==> src/rtl/uart_pkg.sv <==
// Shared UART definitions, used by both the transmitter and the receiver.
//   UART_DATA_BITS : data bits per frame
//   ST_*           : transmit FSM state encodings
//   uart_width()   : minimum width for a counter or pointer over n values
package uart_pkg;

    localparam int unsigned UART_DATA_BITS = 8;

    typedef logic [2:0] uart_state_t;

    localparam uart_state_t ST_IDLE   = 3'd0;
    localparam uart_state_t ST_START  = 3'd1;
    localparam uart_state_t ST_DATA   = 3'd2;
    localparam uart_state_t ST_PARITY = 3'd3;
    localparam uart_state_t ST_STOP   = 3'd4;

    // Never returns less than 1, so a 2-entry or 2-count range still gets one bit.
    function automatic int unsigned uart_width(input int unsigned n);
        return (n <= 2) ? 1 : $clog2(n);
    endfunction

endpackage

==> src/rtl/uart_tx_fifo_if.sv <==
// Byte handshake between the command/status logic (master) and the UART
// transmitter (slave).
//   tx_data  : byte to transmit
//   tx_valid : tx_data is valid this cycle
//   tx_ready : transmitter can accept a byte
interface uart_tx_fifo_if;
    import uart_pkg::*;

    logic [UART_DATA_BITS-1:0] tx_data;
    logic                      tx_valid;
    logic                      tx_ready;

    modport master (output tx_data, output tx_valid, input tx_ready);
    modport slave  (input tx_data, input tx_valid, output tx_ready);

endinterface

==> src/rtl/sync_fifo.sv <==
// Synchronous FIFO with combinational read of the head entry.
//   clk, reset  : clock, synchronous active-high reset
//   push, wdata : write request and data (ignored when full)
//   pop, rdata  : read request (ignored when empty) and head entry
//   empty, full : flags derived from the registered occupancy count
// DEPTH must be a power of two so the pointers wrap naturally.
module sync_fifo
    import uart_pkg::*;
#(
    parameter int unsigned DATA_W = 8,
    parameter int unsigned DEPTH  = 8
) (
    input  logic              clk,
    input  logic              reset,
    input  logic              push,
    input  logic              pop,
    input  logic [DATA_W-1:0] wdata,
    output logic [DATA_W-1:0] rdata,
    output logic              empty,
    output logic              full
);

    localparam int unsigned PTR_W = uart_width(DEPTH);
    localparam int unsigned CNT_W = PTR_W + 1;

    logic [DATA_W-1:0] mem [DEPTH];
    logic [PTR_W-1:0]  wr_ptr_q;
    logic [PTR_W-1:0]  rd_ptr_q;
    logic [CNT_W-1:0]  count_q;
    logic              do_push;
    logic              do_pop;

    // Push is judged against the count at this edge: no same-cycle bypass when full.
    assign do_push = push && !full;
    assign do_pop  = pop && !empty;

    always_ff @(posedge clk) begin
        if (reset) begin
            wr_ptr_q <= '0;
            rd_ptr_q <= '0;
            count_q  <= '0;
        end else begin
            if (do_push) begin
                wr_ptr_q <= wr_ptr_q + PTR_W'(1);
            end
            if (do_pop) begin
                rd_ptr_q <= rd_ptr_q + PTR_W'(1);
            end
            case ({do_push, do_pop})
                2'b10:   count_q <= count_q + CNT_W'(1);
                2'b01:   count_q <= count_q - CNT_W'(1);
                default: count_q <= count_q;
            endcase
        end
    end

    // Storage needs no reset; the count decides what is valid.
    always_ff @(posedge clk) begin
        if (do_push) begin
            mem[wr_ptr_q] <= wdata;
        end
    end

    assign rdata = mem[rd_ptr_q];
    assign empty = (count_q == '0);
    assign full  = (count_q == CNT_W'(DEPTH));

endmodule

==> src/rtl/uart_tx_fifo.sv <==
// Buffered UART transmitter (8N1, or 8E1 with UART_TX_PARITY_EN defined).
//   clk, reset : clock, synchronous active-high reset (aborts any frame)
//   tx_bus     : slave side of the byte handshake (tx_data/tx_valid/tx_ready)
//   uart_tx    : registered serial output, idle high
//   tx_busy    : a frame is being shifted out
//   fifo_empty : transmit FIFO holds no bytes
//   fifo_full  : transmit FIFO holds FIFO_DEPTH bytes
// Macro UART_TX_PARITY_EN inserts an even-parity bit between data and stop.
module uart_tx_fifo
    import uart_pkg::*;
#(
    parameter int unsigned CLKS_PER_BIT = 26,
    parameter int unsigned FIFO_DEPTH   = 8
) (
    input  logic                 clk,
    input  logic                 reset,
    uart_tx_fifo_if.slave        tx_bus,
    output logic                 uart_tx,
    output logic                 tx_busy,
    output logic                 fifo_empty,
    output logic                 fifo_full
);

    localparam int unsigned BAUD_W = uart_width(CLKS_PER_BIT);
    localparam logic [BAUD_W-1:0] BAUD_LAST = BAUD_W'(CLKS_PER_BIT - 1);
    localparam logic [2:0] BIT_LAST = 3'(UART_DATA_BITS - 1);

    uart_state_t               state_q, state_d;
    logic [BAUD_W-1:0]         baud_q, baud_d;
    logic [2:0]                bit_q, bit_d;
    logic [UART_DATA_BITS-1:0] shift_q, shift_d;
    logic                      tx_q, tx_d;
    logic                      pop;
    logic                      bit_end;
    logic [UART_DATA_BITS-1:0] fifo_rdata;

    sync_fifo #(
        .DATA_W (UART_DATA_BITS),
        .DEPTH  (FIFO_DEPTH)
    ) u_fifo (
        .clk   (clk),
        .reset (reset),
        .push  (tx_bus.tx_valid),
        .pop   (pop),
        .wdata (tx_bus.tx_data),
        .rdata (fifo_rdata),
        .empty (fifo_empty),
        .full  (fifo_full)
    );

    assign tx_bus.tx_ready = !fifo_full;
    assign tx_busy         = (state_q != ST_IDLE);
    assign uart_tx         = tx_q;
    assign bit_end         = (baud_q == BAUD_LAST);

    always_comb begin
        state_d = state_q;
        baud_d  = baud_q;
        bit_d   = bit_q;
        shift_d = shift_q;
        pop     = 1'b0;
        case (state_q)
            ST_IDLE: begin
                baud_d = '0;
                bit_d  = '0;
                if (!fifo_empty) begin
                    pop     = 1'b1;
                    shift_d = fifo_rdata;
                    state_d = ST_START;
                end
            end
            ST_START: begin
                if (bit_end) begin
                    baud_d  = '0;
                    bit_d   = '0;
                    state_d = ST_DATA;
                end else begin
                    baud_d = baud_q + BAUD_W'(1);
                end
            end
            ST_DATA: begin
                if (bit_end) begin
                    baud_d = '0;
                    if (bit_q == BIT_LAST) begin
`ifdef UART_TX_PARITY_EN
                        state_d = ST_PARITY;
`else
                        state_d = ST_STOP;
`endif
                    end else begin
                        bit_d = bit_q + 3'd1;
                    end
                end else begin
                    baud_d = baud_q + BAUD_W'(1);
                end
            end
`ifdef UART_TX_PARITY_EN
            ST_PARITY: begin
                if (bit_end) begin
                    baud_d  = '0;
                    state_d = ST_STOP;
                end else begin
                    baud_d = baud_q + BAUD_W'(1);
                end
            end
`endif
            ST_STOP: begin
                if (bit_end) begin
                    baud_d = '0;
                    // Chain straight into the next start bit so frames stay contiguous.
                    if (!fifo_empty) begin
                        pop     = 1'b1;
                        shift_d = fifo_rdata;
                        state_d = ST_START;
                    end else begin
                        state_d = ST_IDLE;
                    end
                end else begin
                    baud_d = baud_q + BAUD_W'(1);
                end
            end
            default: begin
                state_d = ST_IDLE;
                baud_d  = '0;
                bit_d   = '0;
            end
        endcase
    end

    // Line level follows the current state one cycle later; every bit keeps
    // its full CLKS_PER_BIT width and the output is glitch-free.
    always_comb begin
        tx_d = 1'b1;
        case (state_q)
            ST_START:  tx_d = 1'b0;
            ST_DATA:   tx_d = shift_q[bit_q];
`ifdef UART_TX_PARITY_EN
            ST_PARITY: tx_d = ^shift_q;
`endif
            default:   tx_d = 1'b1;
        endcase
    end

    always_ff @(posedge clk) begin
        if (reset) begin
            state_q <= ST_IDLE;
            baud_q  <= '0;
            bit_q   <= '0;
            shift_q <= '0;
            tx_q    <= 1'b1;
        end else begin
            state_q <= state_d;
            baud_q  <= baud_d;
            bit_q   <= bit_d;
            shift_q <= shift_d;
            tx_q    <= tx_d;
        end
    end

endmodule
==> src/flat_wrapper.sv <==
// flat-port wrapper written by rule: the top's interface ports become plain ports
module uart_tx_fifo_flat import uart_pkg::*;
#(
    parameter int unsigned CLKS_PER_BIT = 26,
    parameter int unsigned FIFO_DEPTH   = 8
)
  (clk, reset, uart_tx, tx_busy, fifo_empty, fifo_full, tx_bus_tx_data, tx_bus_tx_valid, tx_bus_tx_ready);
  uart_tx_fifo_if tx_bus_i ();
  input  logic clk;
  input  logic reset;
  output logic uart_tx;
  output logic tx_busy;
  output logic fifo_empty;
  output logic fifo_full;
  input wire logic [$bits(tx_bus_i.tx_data)-1:0] tx_bus_tx_data;
  input wire logic [$bits(tx_bus_i.tx_valid)-1:0] tx_bus_tx_valid;
  output wire logic [$bits(tx_bus_i.tx_ready)-1:0] tx_bus_tx_ready;
  assign tx_bus_i.tx_data = tx_bus_tx_data;
  assign tx_bus_i.tx_valid = tx_bus_tx_valid;
  assign tx_bus_tx_ready = tx_bus_i.tx_ready;
  uart_tx_fifo #(.CLKS_PER_BIT(CLKS_PER_BIT), .FIFO_DEPTH(FIFO_DEPTH)) u_core (.clk(clk), .reset(reset), .tx_bus(tx_bus_i), .uart_tx(uart_tx), .tx_busy(tx_busy), .fifo_empty(fifo_empty), .fifo_full(fifo_full));
endmodule
==> config.mk <==
export PLATFORM = sky130hd
export DESIGN_NAME = uart_tx_fifo_flat
export DESIGN_NICKNAME = d
export VERILOG_FILES = /design/src/rtl/uart_pkg.sv /design/src/rtl/uart_tx_fifo_if.sv /design/src/rtl/sync_fifo.sv /design/src/rtl/uart_tx_fifo.sv /design/src/flat_wrapper.sv
export SDC_FILE = /design/constraint.sdc
export NUM_CORES = 1
export LEC_CHECK = 0
export ABC_AREA = 0
export CAP_MARGIN = 20
export CORE_ASPECT_RATIO = 0.75
export CORE_MARGIN = 2
export CORE_UTILIZATION = 54
export CTS_CLUSTER_SIZE = 10
export DETAILED_ROUTE_END_ITERATION = 10
export GPL_TIMING_DRIVEN = 0
export MAX_ROUTING_LAYER = met4
export PLACE_DENSITY = 0.75
export SETUP_SLACK_MARGIN = 0.15
export SYNTH_ARGS = -nofsm -noshare
export SYNTH_HDL_FRONTEND = slang
export SYNTH_SLANG_ARGS = --single-unit
==> constraint.sdc <==
create_clock -name clk -period 2.4 [get_ports clk]
set_input_delay 0.48 -clock clk [delete_from_list [all_inputs] [get_ports clk]]
set_output_delay 0.48 -clock clk [all_outputs]
set_load 0.02 [all_outputs]
## After elaboration in Yosys (flattened, before gate mapping)

Memories as Yosys holds them, arrays and structs flattened. A register that Yosys moved wholly into a read port is not among the register bits.
Index checks and enable logic that the tools add are counted.

- $add $sub $neg: 6
- Multiply operators: 0
- Div/mod/pow operators: 0
- Order comparisons: 1
- Equality and inequality tests: 14
- Shift operators: 0
- Muxes and demuxes: 25
- Bitwise logic cells: 2
- Reductions and logical operators: 14

Operators by type and width:

| cell | count |
|---|---|
| two-way mux 3 bit | 10 |
| two-way mux 8 bit | 2 |
| one-hot mux 8 bit (2 select lines) | 1 |
| one-hot mux 3 bit (4 select lines) | 1 |
| adder 3 x 1 -> 3 bit, second input constant | 3 |
| one-hot mux 3 bit (3 select lines) | 1 |
| != test 2 x 1 -> 1 bit, second input constant | 4 |
| one-hot mux 4 bit (2 select lines) | 1 |
| == test 3 bit, second input constant | 2 |
| two-way mux 1 bit | 6 |
| OR reduction 3 bit | 2 |
| adder 5 x 1 -> 5 bit, second input constant | 1 |
| == test 5 bit, second input constant | 1 |
| AND reduction 5 bit | 1 |
| adder 4 x 1 -> 4 bit, second input constant | 1 |
| == test 4 bit, second input constant | 1 |
| logical NOT 4 bit | 1 |
| less-than comparator 3 x 4 -> 1 bit, second input constant | 1 |
| != test 2 bit, second input constant | 2 |
| one-hot mux 1 bit (2 select lines) | 2 |
| AND reduction 4 bit | 1 |
| nonzero test 2 bit | 2 |
| subtractor 4 x 1 -> 4 bit, second input constant | 1 |
| binary-select mux 1 bit (select 3 bit) | 1 |
| 10 further kinds | 13 |

- Bits in registers: 30
- Bits in latches: 0
- RAM bits: 64
- Bits in read-only memories: 0
- Input bits: 11
- Output and inout port bits: 5
- Logic and storage cells: 71
- Memories: 1

Memory list:

| memory | words | width | read ports | clocked after memory_dff | wr ports | line | RTL |
|---|---|---|---|---|---|---|---|
| u_core.u_fifo.mem | 8 | 8 | 1 | 1 | 1 | sync_fifo.sv:26 | `logic [DATA_W-1:0] mem [DEPTH];` |

## Depth between registers and ports, before layout

- Depth after elaboration: 7
- Depth in mapped cells: 12
- Depth with buffers taken out: 11

## By module

From an unflattened synthesis, not the netlist that was laid out.

- Cell total of the unflattened synthesis: 263
- Area, all modules: 4111.4 sq um

By module, submodules not included:

| module | times used | cells each | area each (sq um) | seq. area each (sq um) |
|---|---|---|---|---|
| sync_fifo | 1 | 167 | 3150.5 | 2182.1 |
| uart_tx_fifo | 1 | 96 | 960.9 | 400.4 |

## Worst setup path before layout

No wires, ideal clock.

- Path type: register to register
- Start point: register u_core.u_fifo.count_q[1]
- End point: register u_core.u_fifo.count_q[2]
- Setup time: 0.071 ns
- Arrival time: 2.622 ns
- Required time: 2.329 ns
- Path slack: -0.293 ns
- Cell stages (with the launch flop): 12
- Path buffers: 2
- Period minus slack after synthesis: 2.693 ns
- Cells stage by stage: dfxtp_1 > buf_2 > nor4_2 > a2111oi_4 > buf_4 > ha_1 > xor2_1 > ha_1 > a21oi_1 > xor2_1 > or3_1 > a21oi_1

- Longest elaborated chain between the ends: 7
- Elaborated cells on any way between the ends: 15
- Classes of those cells: 2 x add/sub; 3 x eq/ne; 4 x mux; 6 x reduce/logical

Ends and longest elaborated chain:

| what | line | RTL |
|---|---|---|
| from (decl) | sync_fifo.sv:29 | `logic [CNT_W-1:0] count_q;` |
| from (signal assigned) | sync_fifo.sv:50 | `2'b10: count_q <= count_q + CNT_W'(1);` |
| from (signal assigned) | sync_fifo.sv:51 | `2'b01: count_q <= count_q - CNT_W'(1);` |
| from (signal assigned) | sync_fifo.sv:52 | `default: count_q <= count_q;` |
| logical NOT 4 bit (*) | sync_fifo.sv:65 | `assign empty = (count_q == '0);` |
| named net fifo_empty | flat_wrapper.sv:13 | `output logic fifo_empty;` |
| two-way mux 1 bit | uart_tx_fifo.sv:66, uart_tx_fifo.sv:111 |  |
| two-way mux 1 bit | uart_tx_fifo.sv:108 | `if (bit_end) begin` |
| one-hot mux 1 bit (2 select lines) | uart_tx_fifo.sv:62 | `case (state_q)` |
| logical AND 1 bit (*) | sync_fifo.sv:35 | `assign do_pop = pop && !empty;` |
| named net u_core.u_fifo.do_pop | sync_fifo.sv:31 | `logic do_pop;` |
| == test 2 x 1 -> 1 bit or == test 2 bit (tied branches) | sync_fifo.sv:49 | `case ({do_push, do_pop})` |
| one-hot mux 4 bit (2 select lines) or nonzero test 2 bit (tied branches) | n/a |  |

The timed path passes the listed nets; every way through them passes the cells marked *.
A chain may end at the register's enable or synchronous reset.

## Worst setup path after layout

- Start point: register u_core.u_fifo.count_q[1]
- End point: register u_core.u_fifo.count_q[2]

- Longest elaborated chain between the ends: 7
- Elaborated cells on any way between the ends: 15
- Classes of those cells: 2 x add/sub; 3 x eq/ne; 4 x mux; 6 x reduce/logical

Ends and longest elaborated chain:

| what | line |
|---|---|
| logical NOT 4 bit | sync_fifo.sv:65 |
| two-way mux 1 bit | uart_tx_fifo.sv:66, uart_tx_fifo.sv:111 |
| two-way mux 1 bit | uart_tx_fifo.sv:108 |
| one-hot mux 1 bit (2 select lines) | uart_tx_fifo.sv:62 |
| logical AND 1 bit | sync_fifo.sv:35 |
| == test 2 x 1 -> 1 bit or == test 2 bit (tied branches) | sync_fifo.sv:49 |
| one-hot mux 4 bit (2 select lines) or nonzero test 2 bit (tied branches) | n/a |

Several ways; a longest one is shown, not always the timed one.

==> impl_results.md <==
* Status: completed
* Die area at 0.008151 mm2
* Sequential share of the synthesized area at between 60% and 70%
* Syn_nets at 279
* Endpoints failing setup at 0
* Port Buffers at 14
* Die Height at about 79 um
* Static Leak at 1.631 nW
* Post-synth EDFFs at 64
* Pre-CTS setup slack at -0.1728 ns
* Global-route wire length before repair at 11.79 mm
* Max IR drop VDD at 0.0005564 V
* Vias in the first global route at 2305
* Critical path endpoint: u_core.u_fifo.count_q[2]
* Global Route Usage Sum at around a fifth
* Asr flop ratio synth at 0%
* DR DRC count at 0
* Critical Path RT at 2.68 ns
* Vias/cell at between 5 and 6
* Clock transition at path regs at 0.08 ns
* Startpoint types: flip-flop
* Worst Skew at roughly 0.0095 ns
* Metal1 wirelength at 3.243 mm
* Initial DRC count at 165
* Final Core Density at between 60 and 70%
* Max_cap viols at 0
* N_diodes at 0
* Most common cell after layout, fill and taps aside: edfxtp_1
* Post-DP HPWL at roughly 4.9 mm
* Slowest cell on the critical path: or4b_4
* Hold crit path type: reg2reg
* Synthesized area per cell at 15.51 um2
* Routed met2 length at 3.563 mm
* Final Cycle Share at 97.50%
* GP Congestion at 0.7933
* DR WL/cell at roughly 18 um
* Worst path max stage delay at between 0.5 and 0.6 ns
* Largest net degree at the start of global routing at 17
* Die X at 103.6 um
* Synthesized instance count at between 200 and 300
* CP Launch Point: u_core.u_fifo.count_q[1]
* Register area at approximately 0.0026 mm2
* ANT nets after route at 0
* Worst reg-to-reg setup slack at between 0.05 and 0.06 ns
* Initial antenna violation count at 0
* Crit path cell chain: buf_6 -> or4b_4 -> buf_6 -> nand2_8 -> ha_4 -> xor2_1 -> ha_2 -> a21oi_2 -> xor2_1 -> or3_1 -> a21oi_1
* Core Region at ~0.0073 mm2
* Top Layer Used: met4
* FF+latch count, synth at just under 100
* Layout area overhead at 18.07%
* Most frequent cells in the layout: edfxtp_1 (64), nor2_1 (29), dfxtp_1 (29)
* Total power at approximately 4.7 mW
* RSZ-0062 raised after global routing: yes
* Proportion of layout cells with a drive suffix above 1 at 30.82%
* Rows at 27
* Fmax at 427.3 MHz
* Clk root buf: clkbuf_8
* Final Hold Fails at 0
* Crit path capture type: flip-flop
* DR WL met3 at 371 um
* TritonCTS clock tree: built
* Worst slew pin tran at about 0.81 ns
* WL final at 7.252 mm
* Fillers at 525
* Clock latency at the later pin of the worst-skew pair at between 0.3 and 0.4 ns
* Cts hold-fix bufs at 0
* Final hold slack at approximately 0.54 ns
* P per Cell Area at a little under 1000 mW/mm2
* Synth warnings at 0
* Post-synth top flop: edfxtp_1
* Min cycle time layout at 2.340 ns
* Maximum clock path buffer count at 2
* Starting Density at a little under three fifths
* Slack of the critical path at approximately 0.06 ns
* Vias at 2296
* Nets at 320
* Pre-antenna DRT Iters at 4
* Crit Path Max Fanout at 7
* Max Slew Vio Count at 0
* CP arrival at 2.62 ns
* Start of the worst register-to-register path: u_core.u_fifo.count_q[1]
* H-tree depth at 3
* Setup CP Type: reg2reg
* Area of the multi-input gates at 0.001479 mm2
* Worst r2r dst: u_core.u_fifo.count_q[2]
* Mapped cell area at 0.004016 mm2
* Netlist cell types at 45
* Sink Count at between 90 and 100
* Register-to-Register Path Depth at 11
* Slew margin rel. at a little under half
* Grt total ovfl at 0
* Clock buffer count from CTS at 9
* I/O pins at 16
==> timing repair <==
action | CTS | global route
setup buffers | 9 | 2
setup endpoints to repair | 10 | 19
resized for setup | 15 | 17
pin swaps | 10 | 5
==> state kept, by name (all words and copies together) (netlist names), named ones only <==
register	flops
u_core.u_fifo.rd_ptr_q	3
u_core.bit_q	3
u_core.state_q	3
u_core.u_fifo.count_q	4
u_core.baud_q	5
u_core.u_fifo.wr_ptr_q	3
u_core.shift_q	8
u_core.uart_tx	1
u_core.u_fifo.mem	64
==> cell usage after synthesis, types with 2 or more instances <==
cell,count,area share [%]
edfxtp_1,64,48
dfxtp_1,33,16
nor2_1,30,2.8
mux4_2,18,10
mux2i_1,11,2.7
ha_1,9,2.8
a211oi_2,8,2.5
nand3_1,7,0.87
xor2_1,7,1.5
clkbuf_1,6,0.56
nor3_1,6,0.75
a21oi_1,5,0.62
nand2_1,5,0.47
buf_2,4,0.50
nand2b_1,3,0.47
o21ai_0,3,0.37
a211o_1,2,0.44
a22o_1,2,0.44
a22oi_1,2,0.37
buf_1,2,0.19
buf_4,2,0.37
inv_1,2,0.19
nor2b_1,2,0.31
nor4b_1,2,0.44
o21ai_1,2,0.25
or3_1,2,0.31
xnor2_1,2,0.44
==> through the flow <==
stage	std cells	cell area [um2]	TNS, ns
global route	406	4742	-0.05709
CTS	404	4673	0
floorplan	259	4090	0
detailed placement	379	4395	-0.6604
global placement	374	4357	-15.59
finish	406	4742	0
==> critical path, delay by kind of cell (launching register included) <==
family / cells / cell delay, ns
buffers and inverters: 2 / 0.28
AND/OR/NAND/NOR: 3 / 0.88
XOR/XNOR: 2 / 0.29
flip-flops: 1 / 0.32
AO/OA/AOI/OAI: 2 / 0.16
adder cells (fa/ha/maj): 2 / 0.34
==> logic make-up (layout without fill, tap and decap cells) <==
| logic type | after synthesis | in the layout | share of synthesized area [%] |
|---|---|---|---|
| AOI/OAI and AO/OA | 29 | 29 | 6.480 |
| xor gates and xnor gates | 9 | 9 | 1.963 |
| adders and majority gates | 9 | 9 | 2.804 |
| buffers and inverters | 18 | 64 | 2.181 |
| DFF | 97 | 97 | 64.30 |
| muxes | 30 | 30 | 13.12 |
| and+or+nand+nor | 67 | 67 | 9.159 |
==> cell type report <==
| cell class | count | area share, % |
|---|---|---|
| repair buffers | 30 | 5.251 |
| plain buffers | 15 | 2.190 |
| well taps | 101 | 2.665 |
| clock inverters | 4 | 0.5805 |
| clock buffers | 12 | 3.272 |
| flip-flops and latches | 97 | 54.62 |
| multi-input cells | 144 | 31.19 |
| inverters | 3 | 0.2375 |
==> how the worst min path moves through the flow <==
| stage | cells past startpoint | startpoint | to | slack [ns] |
|---|---|---|---|---|
| 3_3_place_gp | 1 | u_core.baud_q[0] | u_core.baud_q[0] | 0.45 |
| 4_1_cts | 1 | u_core.bit_q[2] | u_core.bit_q[2] | 0.54 |
| 2_1_floorplan | 1 | u_core.baud_q[0] | u_core.baud_q[0] | 0.44 |
| 3_5_place_dp | 1 | u_core.baud_q[0] | u_core.baud_q[0] | 0.46 |
| 5_1_grt | 2 | u_core.baud_q[0] | u_core.baud_q[0] | 0.56 |
| 6_report | 1 | u_core.bit_q[2] | u_core.bit_q[2] | 0.54 |
==> per-layer routing <==
layer | vias up | global-route usage, %
li1 | 1076 | -
met1 | 1153 | 25.66
met2 | 61 | 31.26
met3 | 6 | 4.319
met4 | 0 | 6.216
met5 | - | -
==> power breakdown <==
| part | switching, mW | internal [mW] | total, mW |
|---|---|---|---|
| Clock | 0.528 | 0.436 | 0.964 |
| Combinational | 0.835 | 0.811 | 1.65 |
| Sequential | 0.107 | 1.97 | 2.07 |
Power figures use the tool's default switching activity.
